## config.mk

```make
export PLATFORM = sky130hd
export DESIGN_NAME = vx_index_retire
export DESIGN_NICKNAME = d
export VERILOG_FILES = /design/src/rtl/vx_index_retire_pkg.sv /design/src/rtl/vx_index_retire_buf.sv /design/src/rtl/vx_index_retire.sv
export SDC_FILE = /design/constraint.sdc
export NUM_CORES = 1
export LEC_CHECK = 0
export BUFFER_PORTS_ARGS = -buffer_cell sky130_fd_sc_hd__buf_2
export CELL_PAD_IN_SITES_DETAIL_PLACEMENT = 1
export CELL_PAD_IN_SITES_GLOBAL_PLACEMENT = 1
export CORE_AREA = 2 2 39 41
export CTS_BUF_LIST = sky130_fd_sc_hd__clkbuf_4
export DETAILED_ROUTE_END_ITERATION = 10
export DIE_AREA = 0 0 41 43
export GPL_TIMING_DRIVEN = 0
export MAX_ROUTING_LAYER = met4
export PLACE_DENSITY_LB_ADDON = 0.1
export RECOVER_POWER = 25
export SLEW_MARGIN = 30
export SYNTH_ARGS = -nofsm -noshare
export SYNTH_HDL_FRONTEND = slang
export SYNTH_HIERARCHICAL = 1
export SYNTH_SLANG_ARGS = --single-unit
```

## constraint.sdc

```tcl
create_clock -name clk -period 1.4 [get_ports clk]
set_input_delay 0.07 -clock clk [delete_from_list [all_inputs] [get_ports clk]]
set_output_delay 0.07 -clock clk [all_outputs]
set_load 0.02 [all_outputs]
```

## src/rtl/vx_index_retire_pkg.sv

```systemverilog
// Shared helpers for the index-retire response path.
package vx_index_retire_pkg;

    // Index width for a table of n entries; never narrower than one bit.
    function automatic int unsigned log2up(input int unsigned n);
        return (n > 1) ? $clog2(n) : 1;
    endfunction

endpackage

```

## src/rtl/vx_index_retire_buf.sv

```systemverilog
// Single-entry elastic stage; OUT_REG selects registered or pass-through.
module vx_index_retire_buf #(
    parameter int unsigned DATAW   = 1,
    parameter int unsigned OUT_REG = 1
) (
    input  logic             clk,
    input  logic             reset_n,
    input  logic             valid_in,
    output logic             ready_in,
    input  logic [DATAW-1:0] data_in,
    output logic             valid_out,
    input  logic             ready_out,
    output logic [DATAW-1:0] data_out
);

    if (OUT_REG != 0) begin : g_reg
        logic             valid_q;
        logic [DATAW-1:0] data_q;

        // Room when empty or when the held entry leaves this cycle.
        assign ready_in = ~valid_q | ready_out;

        always_ff @(posedge clk or negedge reset_n) begin
            if (!reset_n) begin
                valid_q <= 1'b0;
                data_q  <= '0;
            end else if (ready_in) begin
                valid_q <= valid_in;
                if (valid_in) begin
                    data_q <= data_in;
                end
            end
        end

        assign valid_out = valid_q;
        assign data_out  = data_q;
    end else begin : g_pass
        assign ready_in  = ready_out;
        assign valid_out = valid_in;
        assign data_out  = data_in;
    end

endmodule

```

## src/rtl/vx_index_retire.sv

```systemverilog
// Retires tagged responses: joins slot metadata, numbers beats per tag,
// and frees the slot on the last beat.
module vx_index_retire
    import vx_index_retire_pkg::*;
#(
    parameter  int unsigned DATAW     = 1,
    parameter  int unsigned RSP_DATAW = 1,
    parameter  int unsigned SIZE      = 1,
    parameter  int unsigned MAX_BEATS = 1,
    parameter  int unsigned OUT_REG   = 1,
    localparam int unsigned ADDRW     = log2up(SIZE),
    localparam int unsigned BEATW     = log2up(MAX_BEATS)
) (
    input  logic                 clk,
    input  logic                 reset_n,

    input  logic                 rsp_valid_in,
    input  logic [ADDRW-1:0]     rsp_tag_in,
    input  logic [RSP_DATAW-1:0] rsp_data_in,
    input  logic                 rsp_eop_in,
    output logic                 rsp_ready_in,

    output logic [ADDRW-1:0]     read_addr,
    input  logic [DATAW-1:0]     read_data,

    output logic [ADDRW-1:0]     release_addr,
    output logic                 release_slot,

    output logic                 rsp_valid_out,
    output logic [ADDRW-1:0]     rsp_tag_out,
    output logic [DATAW-1:0]     rsp_meta_out,
    output logic [RSP_DATAW-1:0] rsp_data_out,
    output logic [BEATW-1:0]     rsp_beat_out,
    output logic                 rsp_eop_out,
    input  logic                 rsp_ready_out
);

    localparam int unsigned NSLOT = 1 << ADDRW;
    localparam int unsigned PAYW  = ADDRW + DATAW + RSP_DATAW + BEATW + 1;

    logic             fire_in;
    logic [BEATW-1:0] beat_cur;
    logic [PAYW-1:0]  pay_in;
    logic [PAYW-1:0]  pay_out;

    assign fire_in      = rsp_valid_in & rsp_ready_in;
    assign read_addr    = rsp_tag_in;
    assign release_addr = rsp_tag_in;
    // Safe to free now: metadata is captured by the output stage this cycle.
    assign release_slot = fire_in & rsp_eop_in;

    if (MAX_BEATS > 1) begin : g_cnt
        logic [BEATW-1:0] cnt_q [NSLOT];
        logic             last_beat;

        assign beat_cur  = cnt_q[rsp_tag_in];
        assign last_beat = (beat_cur == BEATW'(MAX_BEATS - 1));

        // Per-tag beat counter; overflow wraps to keep the table sane.
        always_ff @(posedge clk or negedge reset_n) begin
            if (!reset_n) begin
                for (int i = 0; i < NSLOT; i++) begin
                    cnt_q[i] <= '0;
                end
            end else if (fire_in) begin
                if (rsp_eop_in || last_beat) begin
                    cnt_q[rsp_tag_in] <= '0;
                end else begin
                    cnt_q[rsp_tag_in] <= beat_cur + BEATW'(1);
                end
            end
        end

        a_beat_overflow : assert property (
            @(posedge clk) disable iff (!reset_n)
            !(fire_in && !rsp_eop_in && last_beat)
        ) else $error("vx_index_retire: non-eop beat past MAX_BEATS on tag %0d", rsp_tag_in);
    end else begin : g_single
        assign beat_cur = '0;

        a_single_eop : assert property (
            @(posedge clk) disable iff (!reset_n)
            !(fire_in && !rsp_eop_in)
        ) else $error("vx_index_retire: single-beat response without eop on tag %0d", rsp_tag_in);
    end

    assign pay_in = {rsp_tag_in, read_data, rsp_data_in, beat_cur, rsp_eop_in};

    vx_index_retire_buf #(
        .DATAW   (PAYW),
        .OUT_REG (OUT_REG)
    ) u_buf (
        .clk       (clk),
        .reset_n   (reset_n),
        .valid_in  (rsp_valid_in),
        .ready_in  (rsp_ready_in),
        .data_in   (pay_in),
        .valid_out (rsp_valid_out),
        .ready_out (rsp_ready_out),
        .data_out  (pay_out)
    );

    assign {rsp_tag_out, rsp_meta_out, rsp_data_out, rsp_beat_out, rsp_eop_out} = pay_out;

endmodule
```

After elaboration in Yosys (flattened, before gate mapping)
Cells that the tools add are included.

storage, ports and cells
  register bits after elaboration = 5
  input port bits = 8
  output and inout port bits = 10
  word-level logic and storage cells = 7

operators by class
  bitwise gates (word level) = 4
  reduce and logical (&&, ||, !) cells = 1

operators by type and width
  kind              number
  $and 1x1->1       2
  $reduce_and 2->1  1
  $not 1->1         1
  $or 1x1->1        1

Logic depth before layout (Yosys ltp)
  depth after elaboration = 4
  mapped depth = 3
  gate-level depth less buffers = 3

Modules after synthesis
Netlist, hierarchy kept.

modules (own cells, without submodules)
  module               times used  cells each  area each (um2)  sequential area each (um2)
  vx_index_retire_buf  1           14          257.7            150.1
  vx_index_retire      1           4           25.0             0.0

Worst setup path after synthesis
Ideal clock, no wire load.

  kind = flip-flop to flip-flop
  from = reg u_buf.g_reg.valid_q, in the netlist u_buf/valid_out
  to = reg u_buf.g_reg.data_q[0], in the netlist u_buf/data_out[0]
  setup time = 125 ps
  arrival = 1020 ps
  required time = 1275 ps
  setup slack = 255 ps
  stages on the path, launching flop included = 4
  buffers on the path = 0
  clock period less this slack = 1145 ps
  cells stage by stage = dfrtp_1 nand2b_4 nand2_4 mux2_4

between the ends
  longest elaborated chain between the ends = 3

RTL lines
  what                        RTL line                   source
  start, declared             vx_index_retire_buf.sv:17  logic valid_q;
  start signal, assigned      vx_index_retire_buf.sv:28  valid_q <= valid_in;
  $not 1->1                   vx_index_retire_buf.sv:21  assign ready_in = ~valid_q | ready_out;
  $or 1x1->1                  vx_index_retire_buf.sv:21
  via rsp_ready_in            vx_index_retire.sv:21      output logic rsp_ready_in,
  $reduce_and 2->1 (no line)  -
  end signal, assigned        vx_index_retire_buf.sv:30  data_q <= data_in;
  end, declared               vx_index_retire_buf.sv:18  logic [DATAW-1:0] data_q;

The timed path passes the listed nets, and every way through them passes these cells.
A chain may end at the register's enable or synchronous reset.

Final worst setup path
  from = reg u_buf.g_reg.valid_q, in the netlist u_buf/valid_out
  to = out release_slot

between the ends
  longest elaborated chain between the ends = 4

RTL lines
  what           RTL line                   source
  $not 1->1      vx_index_retire_buf.sv:21
  $or 1x1->1     vx_index_retire_buf.sv:21
  $and 1x1->1    vx_index_retire.sv:46      assign fire_in = rsp_valid_in & rsp_ready_in;
  $and 1x1->1    vx_index_retire.sv:50      assign release_slot = fire_in & rsp_eop_in;
  end, declared  vx_index_retire.sv:27      output logic release_slot,

Every way passes these cells.

==> results.cfg <==
[worst_setup_path]
end_kind = output pin
startpoint_type = flop
critPathArrivalTime_ns = 1.03
critPathKind = flop to output pin
crit_path_max_fanout = 4
required_ns = 1.33

[floorplan]
die_area_mm2 = 0.00176
pin_count = 18
start_util = 0.204
rows = 14
chipHeight_um = 43
die_width_um = 41
core-area_mm2 = 0.00138

[sta]
hold_viol_final = 0
whs_ns = 0.0661
timing.final.crit_share = 0.786
period_needed_ns = 1.10
setup_ws_ns = 0.299
rsz0062_at_grt = false
timing.setup.tns_ns = 0
setup_viol = 0
maxSlewViolCount = 0
fmax_mhz = 908
clock_skew_ns = 0.00131

[final_layout]
final_area_um2 = 419
finalNetCount = 49
num_antenna_cells = 0
drive_above_1_share = 0.718
area_growth_syn_to_layout_pct = 48.2

[run]
maxCapViolCount = 0

[global_route]
top_usage_layer = met2
grt_pass1_vias = 191
met1_usage = 0.0825
met3_usage = 0.0314
grtUsageTotal = 0.0737
grt.overflow.total = 0
grt_pass1_wl_um = 793
use_met2 = 0.106
grt_max_degree = 7
antenna_found_initial = 0

[clocking]
cts_max_level = 1
root_buffer = clkbuf_4
clk_path_buf_depth = 2
clkLatencyLatePin_ns = 0.23
cts_buffers = 3
cts_resized = 0
cts_sinks = 6
clkSlewWorstSetupHoldPaths_ns = 0.04
cts_tree = done

[logic_synthesis]
synth-seq-cells = 6
yosysTopAreaCellShare = 0.531
synth_top_cell_by_area = dfrtp_1
synth_commonest_cells = dfrtp_1, mux2_4, buf_4
synth_area_per_cell_um2 = 15.7
yosys-top-cells-area = dfrtp_1, mux2_4, buf_4
syn_nets = 26
synthArstFlopShare = 1.00
yosysWarnings = 6
synth_edf_count = 0
netlist_area_um2 = 283
syn_inst = 18
synth_most_common_cell = dfrtp_1
ys.flop_type = dfrtp_1
ys_types = 8
yosysSeqAreaShare = 0.531

[placement]
placed_area_um2 = 388
gp_congestion = 0.637
port_buffers = 17
pre_cts_ws_ns = 0.385
dpl.hpwl_um = 454

[pwr]
comb_power_share = 0.279
p_per_area_mw_per_mm2 = 1200
p_sw_frac = 0.278
power_frac_clock = 0.301
ir_drop_uv = 378
total_power_uw = 502
seqPwrFrac = 0.420
switchingPower_uw = 139
leakage_nw = 0.233
power.internal_uw = 363

[detailed_routing]
ant_nets = 0
drt_iter0_drc = 2
finalWirelength_um = 557
vias = 201
drtPass1Iterations = 3
routedWlPerCell_um = 10.1
viasPerCell = 3.65
drcViolationCount = 0

[hold_path]
hold_path.class = input pin to flop

[run_status]
status = complete, no violations
[placed cells by master, fill, tap and decap left out]
cell type | Yosys | layout
mux2_4 | 5 | 5
nand2b_4 | 1 | 1
or2b_1 | 1 | 1
clkbuf_4 | 0 | 3
nand2_4 | 1 | 1
dfrtp_1 | 6 | 6
clkbuf_1 | 0 | 1
buf_4 | 2 | 2
dlygate4sd3_1 | 0 | 1
conb_1 | 1 | 1
and3_1 | 1 | 1
buf_2 | 0 | 16
[through the flow]
step | utilization | cells
6_report | 0.303 | 55
5_1_grt | 0.303 | 55
4_1_cts | 0.304 | 55
3_5_place_dp | 0.280 | 51
3_3_place_gp | 0.280 | 51
2_1_floorplan | - | 18
[power groups by stage]
stage | sequential (mW) | clock, mW | combinational, mW
finish | 0.211 | 0.151 | 0.140
global route | 0.213 | 0.177 | 0.151
CTS | 0.211 | 0.164 | 0.142
detailed placement | 0.213 | 0 | 0.140
global placement | 0.212 | 0 | 0.139
floorplan | 0.242 | 0 | 0.0607
[worst max-delay path, cell delays in order, from the launching register on]
cell and delay [ns]:
dfrtp_1 0.40, nand2b_4 0.10, and3_1 0.14, buf_2 0.16
[sequential cells by signal, indices dropped and copies added (netlist names)]
register         cells
u_buf/data_out       5
u_buf/valid_out      1
[cell type report]
class / count / area, µm²
Tap cell: 16 / 20.0
Buffer: 2 / 15.0
Fill cell: 159 / 965
Timing Repair Buffer: 18 / 93.8
Sequential cell: 6 / 150
Clock buffer: 3 / 22.5
Multi-Input combinational cell: 10 / 118
[layer usage]
metal  routed length [µm]  vias up
li1                     -       98
met1                  217       94
met2                  290        9
met3                   49        0
met4                    0        0
met5                    0        -
[final timing paths]
kind                                   start           endpoint  slack, ns  cells past startpoint
max                          u_buf/valid_out       release_slot       0.30                      3
min                              rsp_data_in  u_buf/data_out[2]       0.07                      2
max reg2reg                  u_buf/valid_out  u_buf/data_out[4]       0.39                      3
min reg2reg                u_buf/data_out[2]  u_buf/data_out[2]       0.50                      1
max in group asynchronous            reset_n    u_buf/valid_out       0.91                      2
min in group asynchronous            reset_n  u_buf/data_out[3]       0.25                      2
[timing repair]
action                    CTS  global route
hold endpoints to repair    6             0
setup buffers               0             0
hold buffers                1             0
[cells by family after synthesis]
| kind of cell | count (synthesis) | share of synthesized area |
|---|---|---|
| muxes | 5 | 0.265 |
| other | 1 | 0.0133 |
| and+or+nand+nor | 4 | 0.137 |
| buffers and inverters | 2 | 0.0531 |
| DFF | 6 | 0.531 |
Note: power is estimated with default switching activity, not from simulation.
